### src/rtl/alu_src_sel_reg_pkg.sv
// Shared CPU mux package: buffer state encoding, default operand-select
// parameters and the select-width helper used by the ALU source register.
package alu_src_sel_reg_pkg;

   // Occupancy of the two-entry operand buffer.
   typedef enum logic [1:0] {
      BUF_EMPTY = 2'd0,
      BUF_ONE   = 2'd1,
      BUF_TWO   = 2'd2
   } buf_state_t;

   localparam int DEF_WIDTH     = 32;
   localparam int DEF_NUM_SRC   = 5;
   localparam int DEF_CONST_IDX = 1;
   localparam int DEF_CONST_VAL = 4;

   // Select width never drops below one bit, even for two sources.
   function automatic int sel_width(input int n);
      return (n > 2) ? $clog2(n) : 1;
   endfunction

endpackage

### src/rtl/alu_src_sel_reg_src_sel_comb.sv
// Purely combinational operand selector. One source index may be replaced
// by a constant; out-of-range codes yield zero and raise sel_bad.
module src_sel_comb
   import alu_src_sel_reg_pkg::*;
#(
   parameter int               WIDTH     = DEF_WIDTH,
   parameter int               NUM_SRC   = DEF_NUM_SRC,
   parameter int               CONST_IDX = DEF_CONST_IDX,
   parameter logic [WIDTH-1:0] CONST_VAL = WIDTH'(DEF_CONST_VAL),
   parameter int               SEL_W     = sel_width(NUM_SRC)
) (
   input  logic [NUM_SRC*WIDTH-1:0] src_flat,
   input  logic [SEL_W-1:0]         sel,
   output logic [WIDTH-1:0]         sel_data,
   output logic                     sel_bad
);

   // Walk every legal index; anything unmatched falls through to zero/bad.
   always_comb begin
      sel_data = '0;
      sel_bad  = 1'b1;
      for (int k = 0; k < NUM_SRC; k++) begin
         if (sel == SEL_W'(k)) begin
            sel_bad  = 1'b0;
            sel_data = (k == CONST_IDX) ? CONST_VAL : src_flat[k*WIDTH +: WIDTH];
         end
      end
   end

endmodule

### src/rtl/alu_src_sel_reg.sv
// ALU operand source select with a two-entry in-order output buffer.
//
// Handshake: a beat moves on a rising edge only when valid and ready are
// both high on that edge (accept = in_valid & in_ready, deliver =
// out_valid & out_ready). Ready never depends combinationally on valid,
// and in_ready is a pure decode of the buffer state.
module alu_src_sel_reg
   import alu_src_sel_reg_pkg::*;
#(
   parameter int               WIDTH     = DEF_WIDTH,
   parameter int               NUM_SRC   = DEF_NUM_SRC,
   parameter int               CONST_IDX = DEF_CONST_IDX,
   parameter logic [WIDTH-1:0] CONST_VAL = WIDTH'(DEF_CONST_VAL),
   localparam int              SEL_W     = sel_width(NUM_SRC)
) (
   input  logic                     clk,
   input  logic                     reset,
   input  logic [NUM_SRC*WIDTH-1:0] src_flat,
   input  logic [SEL_W-1:0]         sel,
   input  logic                     in_valid,
   output logic                     in_ready,
   output logic [WIDTH-1:0]         out_data,
   output logic                     out_valid,
   input  logic                     out_ready,
   output logic                     sel_err,
   input  logic                     err_clear,
   output buf_state_t               state_dbg
);

   buf_state_t       state, state_nxt;
   logic [WIDTH-1:0] head, tail;
   logic [WIDTH-1:0] sel_data;
   logic             sel_bad;
   logic             accept, deliver;

   src_sel_comb #(
      .WIDTH     (WIDTH),
      .NUM_SRC   (NUM_SRC),
      .CONST_IDX (CONST_IDX),
      .CONST_VAL (CONST_VAL),
      .SEL_W     (SEL_W)
   ) u_sel (
      .src_flat (src_flat),
      .sel      (sel),
      .sel_data (sel_data),
      .sel_bad  (sel_bad)
   );

   assign accept    = in_valid & in_ready;
   assign deliver   = out_valid & out_ready;
   assign out_data  = head;
   assign state_dbg = state;

   // Buffer occupancy register.
   always_ff @(posedge clk or posedge reset) begin
      if (reset) state <= BUF_EMPTY;
      else       state <= state_nxt;
   end

   // Occupancy transitions from the accept/deliver pair.
   always_comb begin
      state_nxt = state;
      case (state)
         BUF_EMPTY: if (accept) state_nxt = BUF_ONE;
         BUF_ONE: begin
            if (accept && !deliver)      state_nxt = BUF_TWO;
            else if (!accept && deliver) state_nxt = BUF_EMPTY;
         end
         BUF_TWO:   if (deliver) state_nxt = BUF_ONE;
         default:   state_nxt = BUF_EMPTY;
      endcase
   end

   // Handshake outputs decoded from state only.
   always_comb begin
      in_ready  = (state != BUF_TWO);
      out_valid = (state != BUF_EMPTY);
   end

   // Entry storage: head is always the oldest operand.
   always_ff @(posedge clk or posedge reset) begin
      if (reset) begin
         head <= '0;
         tail <= '0;
      end else begin
         case (state)
            BUF_EMPTY: if (accept) head <= sel_data;
            BUF_ONE: begin
               if (accept && deliver) head <= sel_data;
               else if (accept)       tail <= sel_data;
            end
            BUF_TWO:   if (deliver) head <= tail;
            default: ;
         endcase
      end
   end

   // Sticky select error; a new error outranks a same-cycle clear.
   always_ff @(posedge clk or posedge reset) begin
      if (reset)                  sel_err <= 1'b0;
      else if (accept && sel_bad) sel_err <= 1'b1;
      else if (err_clear)         sel_err <= 1'b0;
   end

endmodule
### config.mk
export PLATFORM = sky130hd
export DESIGN_NAME = alu_src_sel_reg
export DESIGN_NICKNAME = d
export VERILOG_FILES = /design/src/rtl/alu_src_sel_reg_pkg.sv /design/src/rtl/alu_src_sel_reg_src_sel_comb.sv /design/src/rtl/alu_src_sel_reg.sv
export SDC_FILE = /design/constraint.sdc
export NUM_CORES = 1
export LEC_CHECK = 0
export BUFFER_PORTS_ARGS = -buffer_cell sky130_fd_sc_hd__buf_2
export CORE_MARGIN = 2
export CORE_UTILIZATION = 39
export DETAILED_ROUTE_END_ITERATION = 10
export PLACE_DENSITY = 0.71
export SLEW_MARGIN = 0
export SYNTH_ARGS = -nofsm -noshare
export SYNTH_HDL_FRONTEND = slang
export SYNTH_SLANG_ARGS = --single-unit
### constraint.sdc
create_clock -name clk -period 2.6 [get_ports clk]
set_input_delay 0.52 -clock clk [delete_from_list [all_inputs] [get_ports clk]]
set_output_delay 0.52 -clock clk [all_outputs]
set_load 0.02 [all_outputs]
Word-level counts from Yosys, hierarchy flattened
Index checks and enable logic that the tools add are counted.
Widths: inputs -> output; s select.
Word-level totals
  flip-flop bits (word level): 67
  input bits: 168
  output and inout bits: 37
  logic and storage cells: 53
Operators by class
  equality and inequality tests: 11
  multiplexer cells: 21
  bitwise gates (word level): 3
  reduce and logical (&&, ||, !) cells: 14
Operator list (count)
  $mux 32: 8
  $pmux 32 s3: 1
  $mux 2: 4
  $ne 2x2->1 const B: 4
  $mux 1: 7
  $eq 3x2->1 const B: 2
  $pmux 2 s3: 1
  $reduce_and 3->1: 2
  $logic_and 1x1->1: 4
  $reduce_and 4->1: 1
  $reduce_bool 2->1: 2
  $eq 3x1->1 const B: 1
  $eq 3x3->1 const B: 1
  $logic_not 3->1: 1
  $ne 3x3->1 const B: 1
  $reduce_bool 3->1: 1
  $and 1x1->1: 2
  $eq 2x1->1 const B: 1
  $eq 2x2->1 const B: 1
  $logic_not 1->1: 2
  $logic_not 2->1: 1
  $not 1->1: 1

Logic depth before layout (Yosys ltp)
  word-level depth: 8
  gate-level depth with buffers: 9
  gate-level depth less buffers: 8

By module
A second synthesis with hierarchy kept.
Second synthesis, totals
  cells, all modules: 307
  area total of the unflattened synthesis: 4244.1 um^2
By module, submodules not included
  alu_src_sel_reg: times used 1, cells each 191, area each 3047.9 um^2, seq. area each 1676.6 um^2
  src_sel_comb: times used 1, cells each 116, area each 1196.1 um^2, seq. area each 0.0 um^2

Least setup slack after synthesis
Ideal clock, no wire load.
  path kind: register to register
  start: register state[1], in the netlist state_dbg[1]
  end: register tail[14]
  setup time: 0.125 ns
  arrival time: 2.065 ns
  required time: 2.475 ns
  slack: 0.410 ns
  stages on the path, launching flop included: 9
  buffers on the path: 2
  clock period less this slack: 2.190 ns
  path through: dfrtp_1 nor2b_1 inv_1 and2_1 ha_1 nand3b_1 buf_2 clkbuf_1 mux2_2
Between the ends
  longest elaborated chain between the ends: 5
  elaborated cells on any way between the ends: 8
  classes of those cells: eq/ne (2); bitwise (3); reduce/logical (3)
Ends and longest elaborated chain
  start, declared: line alu_src_sel_reg.sv:30  | buf_state_t state, state_nxt;
  start signal, assigned: line alu_src_sel_reg.sv:57  | else state <= state_nxt;
  $ne 2x2->1 or $reduce_bool 2->1 (tied branches): line alu_src_sel_reg.sv:76, alu_src_sel_reg.sv:77
  $and 1x1->1, on equally long branches: line alu_src_sel_reg.sv:49, alu_src_sel_reg.sv:50
  $logic_and 1x1->1: line alu_src_sel_reg.sv:89  | if (accept && deliver) head <= sel_data;
  $not 1->1 (no line)
  $reduce_and 3->1 (no line) (*)
  end signal, assigned: line alu_src_sel_reg.sv:90  | else if (accept) tail <= sel_data;
  end, declared: line alu_src_sel_reg.sv:31  | logic [WIDTH-1:0] head, tail;
Mark *: on every way between the ends. The rest lies on a longest branch, timed or not.
A chain may end at the register's enable or synchronous reset.

Worst setup path after layout
  start: register state[1], in the netlist state_dbg[1]
  end: register head[31], in the netlist out_data[31]
Between the ends
  longest elaborated chain between the ends: 5
  elaborated cells on any way between the ends: 14
  classes of those cells: eq/ne (6); mux (1); bitwise (2); reduce/logical (5)
Ends and longest elaborated chain
  $ne 2x2->1 or $reduce_bool 2->1 (tied branches): line alu_src_sel_reg.sv:76, alu_src_sel_reg.sv:77
  $and 1x1->1, on equally long branches: line alu_src_sel_reg.sv:49, alu_src_sel_reg.sv:50
  $logic_and 1x1->1: line alu_src_sel_reg.sv:89
  $ne 2x2->1 (no line)
  $reduce_and 4->1 (no line)
  end signal, assigned: line alu_src_sel_reg.sv:87  | BUF_EMPTY: if (accept) head <= sel_data;
  end signal, assigned: line alu_src_sel_reg.sv:89
  end signal, assigned: line alu_src_sel_reg.sv:92  | BUF_TWO: if (deliver) head <= tail;
  end, declared: line alu_src_sel_reg.sv:31
Parallel ways exist; a longest one is shown, timed or not.

==> flow_summary.ini <==
[timing]
fin_crit_ns = 2.26
timing_hold_violations_final = 0
setup_viol = 0
tns_ns = 0
holdWs_ns = 0.300
rsz0062_at_grt = false
clock_skew_ns = 0.00984
fmax_mhz = 443
slew_viol_final = 0
fin_crit_sh_pct = 86.8
slew-limit-headroom_pct = 53.0
fin_ws_ns = 0.344
tightest_slew_ns = 0.705

[clock_network]
numCtsBuffers = 9
cts_num_sinks = 67
cts.root.buffer_cell = clkbuf_8
cts_setup_buffers = 0
cts_tree = yes
cts_buffer_depth = 2
clk_pin_slew_worst_paths_ns = 0.07
insertion_delay_ns = 0.34
ctsHoldBuffers = 0
cts-resized-gates = 0
htreeDepth = 3

[power]
fin_total_pwr_mw = 4.90
powerDensity_nw_per_um2 = 947
leakagePower_nw = 2.59
ir_drop_mv = 0.362

[drt]
drt-initial-drc-count = 117
dr.pass1.iters = 4
drtAntennaViolNets = 0
viasPerCell = 5.34
drc = 0
drt_wl_total_mm = 11.3
via_count = 3596
wl_per_cell_um = 16.8

[synthesis]
yosys_warnings = 0
avgSynthCellArea_um2 = 10.6
synth_edf_count = 0
yosysMostFrequentCell = dfrtp_1
synth_common_cells = 67 x dfrtp_1, 64 x mux2i_1, 30 x a21oi_1, 26 x nand2_1
ys_seq_area_share_pct = 42.5
syn-cell-area_um2 = 3950
synth_nets = 542
ys_ff_latch = 67
yosysTopAreaCellShare_pct = 42.5
ys_top_cells_by_area = dfrtp_1 42%, mux2i_1 16%, o2bb2ai_2 6.8%, o22a_1 4.9%, a21oi_1 3.8%
synthArstFlopShare_pct = 100
synth_cell_types = 31
synth_area_leader_cell = dfrtp_1
netlist_instances = 372
yosys_most_used_dff = dfrtp_1

[grt]
grt_use_total_pct = 21.0
grt_pass1_wl_mm = 18.5
antenna_found_initial = 0
grt_max_degree = 37
overflow = 0
grt_pass1_vias = 3814

[placement]
place_area_um2 = 4990
portBuffers = 172
gp_congestion = 0.760
dpl.hpwl_mm = 8.21
place_inst = 659
place_ws_ns = 0.354

[finish]
fin_util_pct = 52.6
area_delta_synth_final_pct = 30.9
final_area_um2 = 5170
antennaDiodeCount = 0
final_cells = 674
fillers = 929
nets = 707
drive_above_1_share_pct = 43.1

[worst_setup_path]
r2r_slack_ns = 0.34
worstSetupPathType = reg -> reg
rr_worst_depth = 9
crit_path_end_kind = register
cp_max_fo = 32
crit_required_ns = 2.82
start_kind = register
crit_arrival_ns = 2.48

[floorplan]
num_rows = 36
coreArea_um2 = 9820
io_pins = 205
start_util_pct = 40.2
dieArea_um2 = 10900
die_y_um = 105
die_x_um = 105

[hold_path]
hold_class = in -> async

[run]
maxCapViolCount = 0

[status]
status = completed
-- state kept, by name, summed over array words and instances (netlist names) --
name / flops
out_data: 32
tail: 32
state_dbg: 2
sel_err: 1
-- cells by family after synthesis --
group / Yosys count / synth area share, %
AO/OA/AOI/OAI: 122 / 24.2
multiplexers: 74 / 19.1
AND/OR/NAND/NOR: 69 / 8.78
flip-flops: 67 / 42.5
buffers and inverters: 38 / 4.79
adder cells (fa/ha/maj): 2 / 0.634
-- cell type report --
cell class	instances	area [um2]	area share (%)
Clock buffer	12	135	2.62
Clock inverter	3	40.0	0.775
Inverter	4	15.0	0.291
Multi-Input combinational cell	267	2090	40.5
Sequential cell	67	1680	32.4
Tap cell	133	166	3.22
Timing Repair Buffer	188	1040	20.2
-- power breakdown --
part           leakage [nW]  total, mW  internal (mW)  switching [mW]
combinational          1.63       2.27          0.969            1.30
sequential            0.873       1.81           1.50           0.311
clock                0.0902      0.816          0.436           0.380
-- worst paths after layout --
check | startpoint | end
min in group clk | out_ready | state_dbg[1]
max | state_dbg[1] | out_data[31]
max in group asynchronous | reset | tail[10]
max reg2reg | state_dbg[1] | out_data[31]
min reg2reg | tail[3] | tail[3]
min | reset | tail[15]
-- layer usage --
metal	global-route usage (%)	wire (um)	vias to the layer above
met3	3.18	520	18
met2	38.2	5900	115
met4	8.10	226	0
li1	-	-	1702
met1	24.7	4670	1761
met5	0	0	-
-- worst max-delay path: stages (launching register included) --
cell and delay [ns]:
dfrtp_1 0.46, nor2b_1 0.24, inv_1 0.08, and2_1 0.19, ha_1 0.18, mux2i_1 0.23
nor2_4 0.07, buf_4 0.26, a31o_2 0.25, a22o_1 0.18
-- cell usage in the layout (no fill, tap or decap), types with 3 or more instances in the layout --
cell type / netlist / layout
and2_1: 23 / 23
clkbuf_1: 14 / 3
buf_2: 16 / 172
clkbuf_8: 0 / 9
nor2_1: 10 / 10
o21ai_0: 23 / 23
mux2i_1: 64 / 64
inv_1: 4 / 3
buf_12: 0 / 5
nand2_1: 26 / 26
dfrtp_1: 67 / 67
o2bb2ai_2: 18 / 18
o22a_1: 22 / 22
o2bb2ai_1: 12 / 12
mux2_2: 10 / 10
buf_4: 1 / 11
o22ai_1: 10 / 10
a21oi_1: 30 / 30
(Power assumes the default switching activity.)
